`config.mk`:
```
export PLATFORM = sky130hd
export DESIGN_NAME = arbiter_rr2
export DESIGN_NICKNAME = d
export VERILOG_FILES = /design/src/rtl/arbiter_rr2.sv
export SDC_FILE = /design/constraint.sdc
export NUM_CORES = 1
export LEC_CHECK = 0
export BUFFER_PORTS_ARGS = -buffer_cell sky130_fd_sc_hd__buf_2
export CAP_MARGIN = 10
export CORE_UTILIZATION = 45
export DETAILED_ROUTE_END_ITERATION = 8
export PLACE_DENSITY = 0.62
export SLEW_MARGIN = 15
export SYNTH_ARGS = -nofsm -noshare
export SYNTH_HDL_FRONTEND = slang
export SYNTH_SLANG_ARGS = --single-unit
```
`constraint.sdc`:
```
create_clock -name clk -period 2.4 [get_ports clk]
set_clock_uncertainty 0.2 [all_clocks]
set_input_delay 0.48 -clock clk [delete_from_list [all_inputs] [get_ports clk]]
set_output_delay 0.48 -clock clk [all_outputs]
set_load 0.02 [all_outputs]
```
`src/rtl/arbiter_rr2.sv`:
```
// Two-requester round-robin arbiter with registered grants, a bounded
// grant-hold time under contention and a pulse flagging forced hand-overs.
module arbiter_rr2 #(
    parameter int unsigned MAX_HOLD = 8
) (
    input  logic clk,
    input  logic reset,
    input  logic req_0,
    input  logic req_1,
    output logic gnt_0,
    output logic gnt_1,
    output logic preempt
);

    localparam int unsigned HOLD_W = (MAX_HOLD > 1) ? $clog2(MAX_HOLD) : 1;
    localparam logic [HOLD_W-1:0] HOLD_MAX = HOLD_W'(MAX_HOLD - 1);

    typedef enum logic [1:0] {
        ST_IDLE = 2'd0,
        ST_GNT0 = 2'd1,
        ST_GNT1 = 2'd2
    } state_t;

    state_t              r_state;
    state_t              w_state_nxt;
    logic                r_last;
    logic                w_last_nxt;
    logic [HOLD_W-1:0]   r_hold_cnt;
    logic [HOLD_W-1:0]   w_hold_cnt_nxt;
    logic                r_gnt_0;
    logic                r_gnt_1;
    logic                r_preempt;
    logic                w_gnt_0_nxt;
    logic                w_gnt_1_nxt;
    logic                w_preempt_nxt;
    logic                w_force;
    logic                w_hold_sat;

    assign w_hold_sat = (r_hold_cnt == HOLD_MAX);

    // State, pointer, hold counter and output flops; reset wins over everything.
    always_ff @(posedge clk) begin
        if (!reset) begin
            r_state    <= ST_IDLE;
            r_last     <= 1'b1;
            r_hold_cnt <= '0;
            r_gnt_0    <= 1'b0;
            r_gnt_1    <= 1'b0;
            r_preempt  <= 1'b0;
        end else begin
            r_state    <= w_state_nxt;
            r_last     <= w_last_nxt;
            r_hold_cnt <= w_hold_cnt_nxt;
            r_gnt_0    <= w_gnt_0_nxt;
            r_gnt_1    <= w_gnt_1_nxt;
            r_preempt  <= w_preempt_nxt;
        end
    end

    // Next-state selection; w_force marks a hand-over caused by the hold limit.
    always_comb begin
        w_state_nxt = r_state;
        w_force     = 1'b0;
        case (r_state)
            ST_IDLE: begin
                if (req_0 && req_1) begin
                    w_state_nxt = r_last ? ST_GNT0 : ST_GNT1;
                end else if (req_0) begin
                    w_state_nxt = ST_GNT0;
                end else if (req_1) begin
                    w_state_nxt = ST_GNT1;
                end
            end
            ST_GNT0: begin
                if (!req_0) begin
                    w_state_nxt = req_1 ? ST_GNT1 : ST_IDLE;
                end else if (req_1 && w_hold_sat) begin
                    w_state_nxt = ST_GNT1;
                    w_force     = 1'b1;
                end
            end
            ST_GNT1: begin
                if (!req_1) begin
                    w_state_nxt = req_0 ? ST_GNT0 : ST_IDLE;
                end else if (req_0 && w_hold_sat) begin
                    w_state_nxt = ST_GNT0;
                    w_force     = 1'b1;
                end
            end
            default: begin
                w_state_nxt = ST_IDLE;
            end
        endcase
    end

    // Values loaded into the output, pointer and counter flops at the next edge.
    always_comb begin
        w_gnt_0_nxt    = (w_state_nxt == ST_GNT0);
        w_gnt_1_nxt    = (w_state_nxt == ST_GNT1);
        w_preempt_nxt  = w_force;
        w_last_nxt     = r_last;
        w_hold_cnt_nxt = r_hold_cnt;
        if (w_state_nxt == ST_GNT0 && r_state != ST_GNT0) begin
            w_last_nxt = 1'b0;
        end else if (w_state_nxt == ST_GNT1 && r_state != ST_GNT1) begin
            w_last_nxt = 1'b1;
        end
        if (w_state_nxt == ST_IDLE || w_state_nxt != r_state) begin
            w_hold_cnt_nxt = '0;
        end else if (!w_hold_sat) begin
            w_hold_cnt_nxt = r_hold_cnt + HOLD_W'(1);
        end
    end

    assign gnt_0   = r_gnt_0;
    assign gnt_1   = r_gnt_1;
    assign preempt = r_preempt;

endmodule
```
==> results of run 1 <==
==> routing by layer <==
layer	global-route usage, %	vias up	wire, um
li1	-	259	-
met1	25.99	221	547
met2	30.51	6	550
met3	6.977	5	35
met4	15.52	0	37
met5	0	-	0
==> Yosys cell counts, drive strengths merged (2+ instances only) <==
cell | instances | area [sq um]
nor2 | 3 | 11.26
and3 | 3 | 20.02
mux2i | 2 | 20.02
nor4 | 3 | 18.77
ha | 6 | 75.07
a21oi | 2 | 13.76
nand2 | 2 | 7.510
dfxtp | 9 | 180.2
nand3 | 2 | 10.01
nor3 | 5 | 25.02
a31oi | 2 | 12.51
inv | 3 | 11.26
nand2b | 4 | 25.02
==> where the power goes <==
part           switching (mW)  total [mW]  internal (mW)  leakage [nW]
Combinational           0.134       0.231         0.0976         0.241
Clock                  0.0530       0.117         0.0641        0.0150
Sequential             0.0173       0.194          0.177        0.0735
Total                   0.204       0.542          0.338         0.329
==> per-stage QoR <==
| step | setup WS [ns] | instance area [sq um] |
|---|---|---|
| 2_1_floorplan | 0.2937 | 598.1 |
| 3_3_place_gp | 0.2237 | 663.1 |
| 3_5_place_dp | 0.1594 | 663.1 |
| 4_1_cts | 0.1443 | 689.4 |
| 5_1_grt | 0.009298 | 689.4 |
| 6_report | 0.1836 | 689.4 |
==> logic make-up after synthesis <==
logic type	synth area share, %
compound gates	22.18
xor+xnor	1.465
fa+ha+maj	12.55
buf+inv	2.719
flops	30.13
mux	3.347
simple gates	27.62
==> cell type report <==
type,instances,area share [%]
clock buffer,4,3.811
timing repair buffer,9,7.623
sequential,9,26.13
tap,14,2.541
inverter,3,1.633
multi-input combinational,49,58.26
==> worst min path at each step <==
stage	start	to	slack, ns	cells after the start
after global placement	r_hold_cnt[2]	r_hold_cnt[2]	0.34	2
after global routing	reset	preempt	0.30	3
after CTS	reset	preempt	0.30	3
final	reset	preempt	0.30	3
after floorplan	r_hold_cnt[1]	r_hold_cnt[1]	0.31	2
after detailed placement	r_hold_cnt[2]	r_hold_cnt[2]	0.34	2
==> registers in the layout, indices dropped and copies added (netlist names) <==
signal      count
gnt_0           1
r_hold_cnt      3
preempt         1
r_state         2
gnt_1           1
r_last          1
==> worst max-delay path: stages (launching register included) <==
cell	delay, ns
dfxtp_1	0.36
inv_1	0.15
ha_1	0.32
a21oi_2	0.12
a311oi_4	0.35
o31a_4	0.20
a32oi_2	0.12
nor4_1	0.30
==> placed cells by master, fill, tap and decap left out <==
master	n
dfxtp_1	9
and2_1	1
and3b_1	1
o21a_1	1
a21oi_2	1
and3_2	1
o31ai_1	1
nor4_1	3
a211oi_1	1
o21bai_1	1
inv_1	3
buf_2	6
and3_1	2
xor2_1	1
clkbuf_1	1
nand2_1	2
a32oi_2	1
nand3b_4	1
nand2b_1	4
buf_4	3
o31a_4	1
clkbuf_4	3
nor2_1	3
a311oi_4	1
nand4_1	1
a31oi_1	2
a21boi_1	1
ha_1	6
a21oi_1	1
nor3_1	5
nand3_1	2
a2bb2oi_1	1
nor2b_1	1
mux2i_1	2
==> qor.yml, run 1 <==
run_status:
  status: "complete, no violations"
floorplanning:
  initial_core_util_pct: 51.07
  boundaryPins: 7
  rows: 12
  die_area_sq_um: 1479
  fp.dieH_um: 38.46
  die_w_um: 38.46
  core_area_sq_um: 1171
clocking:
  tritoncts: "yes"
  cts-root-buf: "clkbuf_4"
  worstSkewPairLatency_ns: 0.26
  clock_sinks: 9
  ctsHoldBuffers: 0
  cts_buffers: 3
  max-clock-path-buffers: 2
  h-tree-depth: 1
  cts_resized: 0
  clkTransAtPathRegs_ns: 0.06
  cts_setup_buffers: 0
final_layout:
  post-route-util_pct: 58.87
  drive_gt1_share_pct: 24.32
  area_growth_pct: 15.27
  antenna_cells: 0
  multi_input_area_sq_um: 401.6
  fillers: 107
  regArea_sq_um: 180.2
  fin_nets: 85
  final_cells: 88
timing:
  max_slew_margin_pct: 74.47
  timing.hold.ws_ns: 0.2977
  slew_violations: 0
  hold_violations: 0
  clock.fmax_mhz: 451.2
  post-route-min-period_ns: 2.216
  fin_crit_sh_pct: 92.35
  worst_slew_pin_slew_ns: 0.3800
  grt_setup_unrepaired: "false"
  setup_viol: 0
  final.setup.tns_ns: 0
logic_synthesis:
  synth.distinct_cells: 31
  synth_fp_nets: 72
  yosysSeqAreaShare_pct: 30.13
  syn_area_per_cell_sq_um: 9.646
  synth-main-ff-cell: "dfxtp_1"
  ys_warn_count: 0
  synth_seq_cells: 9
  syn_inst: 62
  synth_edf_count: 0
  syn-cell-area_sq_um: 598.1
  async_reset_ff_share_pct: 0
setup_path:
  cp.arrival_ns: 2.18
  worst-r2r-cell-count: 7
  startpoint_type: "flip-flop"
  r2r_slack_ns: 0.18
  worstPathRequired_ns: 2.36
  critPathCapture: "r_hold_cnt[0]"
  crit_type: "flip-flop to flip-flop"
  r2r-start: "r_state[0]"
  cp_max_fo: 6
  reg2reg_to: "r_hold_cnt[0]"
  end_kind: "flip-flop"
  critPathLaunch: "r_state[0]"
power_and_ir_drop:
  ir_drop_mv: 0.4182
  leakagePower_nw: 0.3292
  p_total_uw: 542.3
  p_per_area_nw_per_um2: 786.6
placed_design:
  io_buffers: 6
  placedCellCount: 84
  gp_congestion: 0.7953
  hpwlAfterDp_um: 923.7
drt:
  ant_nets: 0
  viasPerCell: 5.580
  dr.pass1.iters: 2
  vias: 491
  drt_first_iter_violations: 2
  drc: 0
  drt-wirelength-per-cell_um: 13.31
  routed_wl_mm: 1.171
global_route:
  grt_max_degree: 9
  grt_util_all_layers_pct: 21.19
  grt_pass1_vias: 456
  antenna_found_initial: 0
  grt_pass1_wl_mm: 1.987
  overflow: 0
hold_path:
  hold_class: "primary input to flip-flop"
flow_run:
  maxCapViolations: 0
(Power assumes the default switching activity.)
==> inputs of run 2 (changes only) <==
--- a/config.mk
+++ b/config.mk
@@ -8,6 +8,7 @@
 export BUFFER_PORTS_ARGS = -buffer_cell sky130_fd_sc_hd__buf_2
 export CAP_MARGIN = 10
 export CORE_UTILIZATION = 45
+export CTS_BUF_LIST = sky130_fd_sc_hd__clkbuf_8 sky130_fd_sc_hd__clkbuf_16
 export DETAILED_ROUTE_END_ITERATION = 8
 export PLACE_DENSITY = 0.62
 export SLEW_MARGIN = 15
==> run 2 against run 1 <==
Wire length is 0.94% lower. Global-route usage is 0.37 points lower. Worst setup slack better by 0.0030 ns. Clock power is 47% higher. Power is 10% higher. Final cell count stayed put. Die area stayed put. Critical path depth stayed put. Sequential share of layout area is 0.69 points lower. Worst hold slack better by 0.032 ns. Fmax is 0.14% higher.
==> qor.yml, run 2 (synthesis gave the netlist of run 1 again) <==
placed_design:
  gp_congestion: 0.7953  # unchanged
  dpl_cell_area_sq_um: 663.1  # unchanged
  io_buffers: 6  # unchanged
  hpwlAfterDp_um: 923.7  # unchanged
  placedCellCount: 84  # unchanged
  dp_slack_ns: 0.1594  # unchanged
final_layout:
  final_cells: 88  # unchanged
  fin_area_sq_um: 708.2  # +2.7%
  fin_nets: 85  # unchanged
  top_regs: "r_hold_cnt x3, r_state x2"
  regMostFlops: "r_hold_cnt"
  antenna_cells: 0  # unchanged
  drive_gt1_share_pct: 24.32  # unchanged
  layout_common_cells: "dfxtp_1, ha_1, buf_2, nor3_1"
  largest_reg_flops: 3  # unchanged
  layout_commonest_cell: "dfxtp_1"
  area_growth_pct: 18.41
setup_path:
  cp.arrival_ns: 2.15  # -0.03 ns
  startpoint_type: "flip-flop"
  crit_type: "flip-flop to flip-flop"
  cp_max_fo: 6  # unchanged
  crit_chain: "inv_1 > ha_1 > a21oi_2 > a311oi_4 > o31a_4 > a32oi_2 > nor4_1"
  end_kind: "flip-flop"
  worstPathRequired_ns: 2.33  # -0.03 ns
  cp_slowest_cell: "dfxtp_1"
  cpPeakStageDelay_ns: 0.35  # about the same
timing:
  hold_violations: 0  # unchanged
  setup_viol: 0  # unchanged
  finalWorstSetupSlack_ns: 0.1866  # +0.003025 ns
  max_slew_margin_pct: 74.64  # +0.16 points
  slew_violations: 0  # unchanged
  post-route-min-period_ns: 2.213  # -0.003025 ns
  fin_crit_sh_pct: 92.22  # -0.13 points
  worst_slew_pin_slew_ns: 0.3775  # -0.002427 ns
  final.setup.tns_ns: 0  # unchanged
  clock.fmax_mhz: 451.8  # +0.14%
  grt_setup_unrepaired: "false"
global_route:
  grt_util_all_layers_pct: 20.83  # -0.37 points
  overflow: 0  # unchanged
  antenna_found_initial: 0  # unchanged
  grt_pass1_wl_mm: 1.945  # -2.1%
  grt_max_degree: 9  # unchanged
  grt_pass1_vias: 450  # -1.3%
drt:
  drt-wirelength-per-cell_um: 13.18  # -0.94%
  vias: 482  # -1.8%
  dr.pass1.iters: 2  # unchanged
  ant_nets: 0  # unchanged
  routed_wl_mm: 1.160  # -0.94%
  drc: 0  # unchanged
  drt_first_iter_violations: 2  # unchanged
  viasPerCell: 5.477  # -1.8%
floorplanning:
  rows: 12  # unchanged
  initial_core_util_pct: 51.07  # unchanged
  die_area_sq_um: 1479  # unchanged
  boundaryPins: 7  # unchanged
  core_area_sq_um: 1171  # unchanged
  fp.dieH_um: 38.46  # unchanged
  die_w_um: 38.46  # unchanged
clocking:
  cts_setup_buffers: 0  # unchanged
  clock_sinks: 9  # unchanged
  cts_buffers: 3  # unchanged
  clkTransAtPathRegs_ns: 0.04  # -0.02 ns
  ctsHoldBuffers: 0  # unchanged
  cts-root-buf: "clkbuf_8"
  worstSkewPairLatency_ns: 0.23  # -0.03 ns
  h-tree-depth: 1  # unchanged
  max-clock-path-buffers: 2  # unchanged
  cts_resized: 0  # unchanged
  tritoncts: "yes"
power_and_ir_drop:
  ir_drop_mv: 0.4944  # +18%
  leakagePower_nw: 0.3411  # +3.6%
  p_per_area_nw_per_um2: 842.8  # +7.1%
  p_total_uw: 596.8  # +10%
hold_path:
  hold_class: "primary input to flip-flop"
flow_run:
  maxCapViolations: 0  # unchanged
run_status:
  status: "complete, no violations"
[run 2: changes by cell type in the layout (fill, tap and decap cells not counted), sizes merged]
cell,delta
inv,+1
clkbuf,-1
[run 2: cell type report]
cell class	instances	area [sq um]
Timing Repair Buffer	9	52.55
Fill cell	105	462.9
Inverter	3	11.26
Sequential cell	9	180.2
Tap cell	14	17.52
Clock buffer	3	41.29
Multi-Input combinational cell	49	401.6
Clock inverter	1	3.754
[run 2: critical path: cells and delay by family, from the launching register on]
kind,cells,cell delay (ns)
buf+inv,1,0.15
flops,1,0.35
simple gates,1,0.30
fa+ha+maj,1,0.33
compound gates,4,0.79
[run 2: final timing paths]
path / slack (ns) / depth (start not counted) / to / from
hold reg to reg: 0.34 / 2 / r_hold_cnt[2] / r_hold_cnt[2]
setup / recovery: 0.19 / 7 / r_hold_cnt[0] / r_state[0]
hold / removal: 0.33 / 3 / preempt / reset
setup reg to reg: 0.19 / 7 / r_hold_cnt[0] / r_state[0]
[run 2: metrics by stage]
| stage | hold slack [ns] | utilization (%) |
|---|---|---|
| 6_report | 0.3299 | 60.47 |
| 5_1_grt | 0.3358 | 60.47 |
| 4_1_cts | 0.3281 | 60.47 |
| 3_5_place_dp | 0.3385 | 56.62 |
| 3_3_place_gp | 0.3370 | 56.62 |
| 2_1_floorplan | 0.3095 | - |
[run 2: layer usage]
metal  up-vias  wire length, um  track usage [%]
li1        257                -                -
met4         0               34            15.52
met2         5              548            29.66
met3         4               31            6.977
met1       216              546            25.63
met5         -                0                0
[run 2: power by group]
| part | internal [mW] | switching (mW) | leakage [nW] | total [mW] |
|---|---|---|---|---|
| Combinational | 0.0976 | 0.133 | 0.241 | 0.231 |
| Clock | 0.111 | 0.0602 | 0.0269 | 0.172 |
| Sequential | 0.177 | 0.0173 | 0.0735 | 0.195 |
